**src/rtl/ws2812_bit_sequencer.sv**
```systemverilog
// WS2812 bit sequencer: shifts 24-bit GRB words MSB first onto the LED data
// line, timing every line phase with an external one-shot reload timer.
module ws2812_bit_sequencer #(
  parameter int VALUE_BIT_SIZE = 10,
  parameter int T0H            = 16,
  parameter int T0L            = 34,
  parameter int T1H            = 32,
  parameter int T1L            = 18,
  parameter int TRESET         = 1000
) (
  input  logic                      Clock,
  input  logic                      cRst,
  input  logic [23:0]               Pixel_Data,
  input  logic                      Pixel_Last,
  input  logic                      Pixel_Valid,
  output logic                      Pixel_Ready,
  output logic                      Timer_Reload,
  output logic [VALUE_BIT_SIZE-1:0] Timer_Value,
  input  logic                      Timer_Done,
  output logic                      Dout,
  output logic                      Busy,
  output logic                      Underrun,
  output logic                      Frame_Done
);

  // A phase of T cycles is programmed as T-2, so every phase must be >= 3
  // and T-2 must fit in the reload field.
  localparam int VMAX = (1 << VALUE_BIT_SIZE) - 1;

  generate
    if (T0H < 3 || T0L < 3 || T1H < 3 || T1L < 3 || TRESET < 3) begin : g_bad_timing
      $error("ws2812_bit_sequencer: every timing parameter must be at least 3");
    end
    if (T0H - 2 > VMAX || T0L - 2 > VMAX || T1H - 2 > VMAX ||
        T1L - 2 > VMAX || TRESET - 2 > VMAX) begin : g_bad_width
      $error("ws2812_bit_sequencer: timing parameter does not fit VALUE_BIT_SIZE");
    end
  endgenerate

  localparam logic [VALUE_BIT_SIZE-1:0] V_T0H = VALUE_BIT_SIZE'(T0H - 2);
  localparam logic [VALUE_BIT_SIZE-1:0] V_T0L = VALUE_BIT_SIZE'(T0L - 2);
  localparam logic [VALUE_BIT_SIZE-1:0] V_T1H = VALUE_BIT_SIZE'(T1H - 2);
  localparam logic [VALUE_BIT_SIZE-1:0] V_T1L = VALUE_BIT_SIZE'(T1L - 2);
  localparam logic [VALUE_BIT_SIZE-1:0] V_RST = VALUE_BIT_SIZE'(TRESET - 2);

  typedef enum logic [2:0] {
    S_IDLE,
    S_HIGH,
    S_LOW,
    S_WAIT,
    S_LATCH
  } state_t;

  state_t                      state, state_nxt;
  logic [23:0]                 shift_q;
  logic                        last_q;
  logic [4:0]                  bit_cnt;

  logic                        done_ok;
  logic                        accept;
  logic                        shift_en;
  logic                        dout_nxt;
  logic                        reload_nxt;
  logic [VALUE_BIT_SIZE-1:0]   value_nxt;
  logic                        underrun_nxt;
  logic                        frame_done_nxt;

  function automatic logic [VALUE_BIT_SIZE-1:0] hi_val(input logic b);
    return b ? V_T1H : V_T0H;
  endfunction

  function automatic logic [VALUE_BIT_SIZE-1:0] lo_val(input logic b);
    return b ? V_T1L : V_T0L;
  endfunction

  // The timer still shows the previous phase's timeout while the reload
  // strobe is out, so Done only counts once the strobe has dropped.
  assign done_ok = Timer_Done & ~Timer_Reload;
  assign accept  = Pixel_Ready & Pixel_Valid;
  assign Busy    = (state != S_IDLE);

  // Ready: open between frames, and in the final LOW cycle of a non-last
  // pixel so the next word chains on without a gap.
  always_comb begin
    Pixel_Ready = 1'b0;
    case (state)
      S_IDLE, S_WAIT: Pixel_Ready = 1'b1;
      S_LOW:          Pixel_Ready = done_ok && (bit_cnt == 5'd0) && !last_q;
      default:        Pixel_Ready = 1'b0;
    endcase
  end

  // Next-state and next-output decode; one reload per phase transition.
  always_comb begin
    state_nxt      = state;
    shift_en       = 1'b0;
    dout_nxt       = Dout;
    reload_nxt     = 1'b0;
    value_nxt      = Timer_Value;
    underrun_nxt   = 1'b0;
    frame_done_nxt = 1'b0;
    case (state)
      S_IDLE, S_WAIT: begin
        if (accept) begin
          state_nxt  = S_HIGH;
          dout_nxt   = 1'b1;
          reload_nxt = 1'b1;
          value_nxt  = hi_val(Pixel_Data[23]);
        end
      end
      S_HIGH: begin
        if (done_ok) begin
          state_nxt  = S_LOW;
          dout_nxt   = 1'b0;
          reload_nxt = 1'b1;
          value_nxt  = lo_val(shift_q[23]);
        end
      end
      S_LOW: begin
        if (done_ok) begin
          if (bit_cnt != 5'd0) begin
            state_nxt  = S_HIGH;
            shift_en   = 1'b1;
            dout_nxt   = 1'b1;
            reload_nxt = 1'b1;
            value_nxt  = hi_val(shift_q[22]);
          end else if (last_q) begin
            state_nxt  = S_LATCH;
            reload_nxt = 1'b1;
            value_nxt  = V_RST;
          end else if (accept) begin
            state_nxt  = S_HIGH;
            dout_nxt   = 1'b1;
            reload_nxt = 1'b1;
            value_nxt  = hi_val(Pixel_Data[23]);
          end else begin
            state_nxt    = S_WAIT;
            dout_nxt     = 1'b0;
            underrun_nxt = 1'b1;
          end
        end
      end
      S_LATCH: begin
        if (done_ok) begin
          state_nxt      = S_IDLE;
          frame_done_nxt = 1'b1;
        end
      end
      default: state_nxt = S_IDLE;
    endcase
  end

  // State and registered line/timer outputs.
  always_ff @(posedge Clock) begin
    if (cRst) begin
      state        <= S_IDLE;
      Dout         <= 1'b0;
      Timer_Reload <= 1'b0;
      Timer_Value  <= '0;
      Underrun     <= 1'b0;
      Frame_Done   <= 1'b0;
    end else begin
      state        <= state_nxt;
      Dout         <= dout_nxt;
      Timer_Reload <= reload_nxt;
      Timer_Value  <= value_nxt;
      Underrun     <= underrun_nxt;
      Frame_Done   <= frame_done_nxt;
    end
  end

  // Pixel shift register: load on handshake, shift left after each bit.
  always_ff @(posedge Clock) begin
    if (cRst) begin
      shift_q <= '0;
      last_q  <= 1'b0;
      bit_cnt <= '0;
    end else if (accept) begin
      shift_q <= Pixel_Data;
      last_q  <= Pixel_Last;
      bit_cnt <= 5'd23;
    end else if (shift_en) begin
      shift_q <= {shift_q[22:0], 1'b0};
      bit_cnt <= bit_cnt - 5'd1;
    end
  end

endmodule

```
**config.mk**
```make
export PLATFORM = sky130hd
export DESIGN_NAME = ws2812_bit_sequencer
export DESIGN_NICKNAME = d
export VERILOG_FILES = /design/src/rtl/ws2812_bit_sequencer.sv
export SDC_FILE = /design/constraint.sdc
export NUM_CORES = 1
export LEC_CHECK = 0
export ABC_AREA = 1
export CORE_ASPECT_RATIO = 0.8
export CORE_MARGIN = 2
export CORE_UTILIZATION = 41
export CTS_BUF_LIST = sky130_fd_sc_hd__clkbuf_4 sky130_fd_sc_hd__clkbuf_8
export CTS_CLUSTER_SIZE = 25
export DETAILED_ROUTE_END_ITERATION = 8
export MAX_ROUTING_LAYER = met4
export PLACE_DENSITY = 0.65
export SYNTH_ARGS = -nofsm -noshare
export SYNTH_HDL_FRONTEND = slang
export SYNTH_SLANG_ARGS = --single-unit
```
**constraint.sdc**
```tcl
create_clock -name Clock -period 2.3 [get_ports Clock]
set_input_delay 0.575 -clock Clock [delete_from_list [all_inputs] [get_ports Clock]]
set_output_delay 0.575 -clock Clock [all_outputs]
set_load 0.02 [all_outputs]
```
### Yosys cells after proc, flatten, opt, wreduce, memory -nomap -nowiden

Cells that the tools add are included.

* register bits: 47
* input port bits: 29

* add/sub/neg operators: 1
* equality and inequality tests: 9
* muxes and demuxes: 38
* bitwise operators: 6
* reduce and logical (&&, ||, !) cells: 16

Operators by type and width (number)
* $mux W10: 5
* $mux W24: 2
* $pmux W10 S3: 1
* $mux W5: 4
* $mux W3: 6
* $mux W1: 14
* $pmux W3 S4: 1
* $ne A2 B2 Y1 const B: 4
* $eq A3 B2 Y1 const B: 2
* $mux W6: 1
* $pmux W1 S3: 2
* $reduce_bool A3 Y1: 2
* $reduce_or A2 Y1: 3
* $logic_not A5 Y1: 1
* $reduce_and A5 Y1: 1
* $reduce_bool A5 Y1: 1
* $reduce_or A5 Y1: 1
* $sub A5 B1 Y5 const B: 1
* $not A1 Y1: 4
* $reduce_and A4 Y1: 1
* $eq A3 B1 Y1 const B: 1
* $eq A3 B3 Y1 const B: 1
* $logic_not A3 Y1: 1
* $ne A3 B3 Y1 const B: 1
* other kinds (7): 9

### Depth between registers and ports, before layout

* depth in word-level cells: 11
* depth in mapped cells: 14
* gate-level depth less buffers: 13

### Worst setup path before layout

Ideal clock, no wire load.

* path type: flip-flop to output port
* start point: register bit_cnt[0]
* end point: output port Pixel_Ready
* arrival: 1135 ps
* data required time: 1725 ps
* path slack: 590 ps
* cell stages (with the launch flop): 9
* cells stage by stage: dfxtp_1 inv_1 ha_1 inv_1 nor2_1 nand2_2 nor2_4 nand2_2 nand2_2

* word-level cells in the longest chain between the ends: 4

RTL lines
* start: declaration: line 57 `logic [4:0] bit_cnt;`
* start signal: assignment: line 184 `bit_cnt <= bit_cnt - 5'd1;`
* $logic_not A5 Y1: line 88 `S_LOW: Pixel_Ready = done_ok && (bit_cnt == 5'd0) && !last_q;`
* $logic_and A1 B1 Y1 (2 in series): line 88
* $pmux W1 S2: line 86 `case (state)`
* end: declaration: line 16 `output logic Pixel_Ready,`

Every way passes these cells.

### Worst setup path in the final report

* start point: input port Timer_Done
* end point: output port Pixel_Ready

* word-level cells in the longest chain between the ends: 4

RTL lines
* start: declaration: line 19 `input logic Timer_Done,`
* $and A1 B1 Y1: line 78 `assign done_ok = Timer_Done & ~Timer_Reload;`
* $logic_and A1 B1 Y1 (2 in series): line 88
* $pmux W1 S2: line 86

Every way passes these cells.

==> flow_summary.toml <==
[drt]
drt_iter0_markers = 131
antenna_left = 0
drt_first_pass_iters = 4
drc = 0
route.vias.total = 1999
routed_wl_mm = 4.869
post_drt_wl_per_cell_um = 12.02
viasPerCell = 4.936

[run]
max-cap-violations = 0

[min_path]
hold_end = "Timer_Value[0]"
hp-class = "flop to flop"
hold_depth = 2
min_from = "Timer_Value[0]"

[timing]
finalClockSkew_ns = 0.005583
tns_ns = 0
setup_violations = 0
final_max_slew_viol_count = 0
hold_slack_ns = 0.4365
period_share_pct = 93.38
worst_pin_slew_ns = 0.4670
finalCriticalPeriod_ns = 2.148
max_freq_ghz = 0.4656
relSlewSlack_pct = 68.82
rsz0062_at_grt = "no"
setup_ws_ns = 0.1523
hold_violations = 0

[global_route]
grt_max_degree = 28
overflow = 0
antenna_found_initial = 0
grtUsageTotal_pct = 17.28
grt_pass1_vias = 1767
grt_pass1_wl_mm = 8.038

[clock_network]
post_cts_resized = 3
cts_buffers = 5
post_cts_buffers = 0
cts_num_sinks = 47
cts_buffer_depth = 2
cts_tree = "built"
path_clk_slew_ns = 0.08
clock_latency_ns = 0.30
holdBufCountCts = 0
htreeDepth = 2
clockRootBuffer = "clkbuf_8"

[finish]
final_cells = 405
layout_commonest_cell = "nand2_1"
final_cell_mix = "nand2_1 (73), dfxtp_1 (47), clkdlybuf4s50_1 (43)"
area_growth_pct = 29.44
layout-drive-gt1-share_pct = 11.37
post-route-util_pct = 55.51
n_antenna_cell = 0
design_area_sq_mm = 0.002811
nets = 373

[power]
power.density_mw_per_mm2 = 1091
vdd_ir_drop_max_mv = 0.7003
totalPowerFinal_mw = 3.067
p_leak_nw = 1.286

[placed_design]
place_area_sq_mm = 0.002721
portBuffers = 44
dp_slack_ns = -0.2956
dp_cells = 397
routabilityCongestion = 0.8600
dp_hpwl_mm = 3.388

[worst_setup_path]
r2r-start = "bit_cnt[0]"
reg2reg_to = "bit_cnt[0]"
critPathArrivalTime_ns = 1.57
cp-end-kind = "primary output"
start_kind = "primary input"
worstSetupPathType = "primary input to primary output"
reg2regPathDepth = 12
reg2reg_slack_ns = 0.45
crit_required_ns = 1.73
cp_max_fo = 3

[floorplanning]
die-area_sq_mm = 0.005899
die_w_um = 85.38
die_h_um = 69.10
coreArea_sq_mm = 0.005065
io_pins = 45
num_rows = 23
initial_core_util_pct = 42.89

[synth]
synth_top_cell_area_share_pct = 43.32
ys_ff_latch = 47
synthDistinctLibCells = 29
synth_top_area_cell = "dfxtp_1"
syn_area_sq_mm = 0.002172
synth.area.top_cells = "dfxtp_1 (43%), nand2_1 (13%), o211a_1 (7.4%)"
yosysWarningCount = 0
synth_fp_nets = 323
syn-instance-count = 292
avgSynthCellArea_sq_um = 7.439
ys_seq_area_share_pct = 43.32

[run_status]
status = "complete, no violations"
[power breakdown]
group	leakage (nW)	switching (mW)	total (mW)	internal [mW]
sequential	0.387	0.116	1.14	1.03
combinational	0.854	0.821	1.41	0.588
clock	0.0452	0.286	0.516	0.230
total	1.29	1.22	3.07	1.84
[cells by family (layout without fill, tap and decap cells)]
group           after synthesis  in the layout  share of synthesized area (%)
compound gates               54             54                          16.59
buf+inv                      40             91                          8.122
simple gates                149            149                          30.82
flops                        47             47                          43.32
fa+ha+maj                     2              2                          1.152
[Yosys cell counts (all sizes together)]
cell and n:
o211a 16, nor3 4, nand4 8, inv 25, or2 2, ha 2
nand2 77, dfxtp 47, o21ai 17, a21oi 20, a21boi 1, clkbuf 4
nor3b 1, clkinv 1, nand3 27, buf 10, nor2 28, nand3b 2
[sequential cells by signal, indices dropped and copies added, names as in the netlist]
| register | flops |
|---|---|
| shift_q | 24 |
| Timer_Value | 10 |
| bit_cnt | 5 |
| state | 3 |
| Dout | 1 |
| Frame_Done | 1 |
| Timer_Reload | 1 |
| Underrun | 1 |
| last_q | 1 |
[layer usage]
metal  part of all wire [%]  track usage [%]
met4                    1.6            6.173
met3                    4.7            3.713
met2                     42            25.26
met1                     51            23.58
met5                      0                -
[cell type report]
class	count	area, sq um
Fill cell	482	2253
Multi-Input combinational cell	205	1057
Sequential cell	47	940.9
Timing Repair Buffer	57	545.5
Inverter	26	97.59
Tap cell	62	77.57
Clock buffer	6	76.32
Clock inverter	2	16.27
[worst max-delay path by stage]
| stage | cells past startpoint | slack [ns] | from | end |
|---|---|---|---|---|
| after floorplan | 8 | 0.59 | bit_cnt[0] | Pixel_Ready |
| after global placement | 6 | -0.29 | Timer_Done | Pixel_Ready |
| after detailed placement | 6 | -0.30 | Timer_Done | Pixel_Ready |
| after CTS | 9 | 0.04 | bit_cnt[0] | Pixel_Ready |
| after global routing | 9 | 0.06 | bit_cnt[0] | Pixel_Ready |
| final | 6 | 0.15 | Timer_Done | Pixel_Ready |
[critical path, cell delays in order]
cell             delay, ns
clkdlybuf4s50_1       0.45
nand2_1               0.07
nor2_1                0.14
nand2_2               0.08
nand2_2               0.09
buf_2                 0.17
Power figures use the tool's default switching activity.
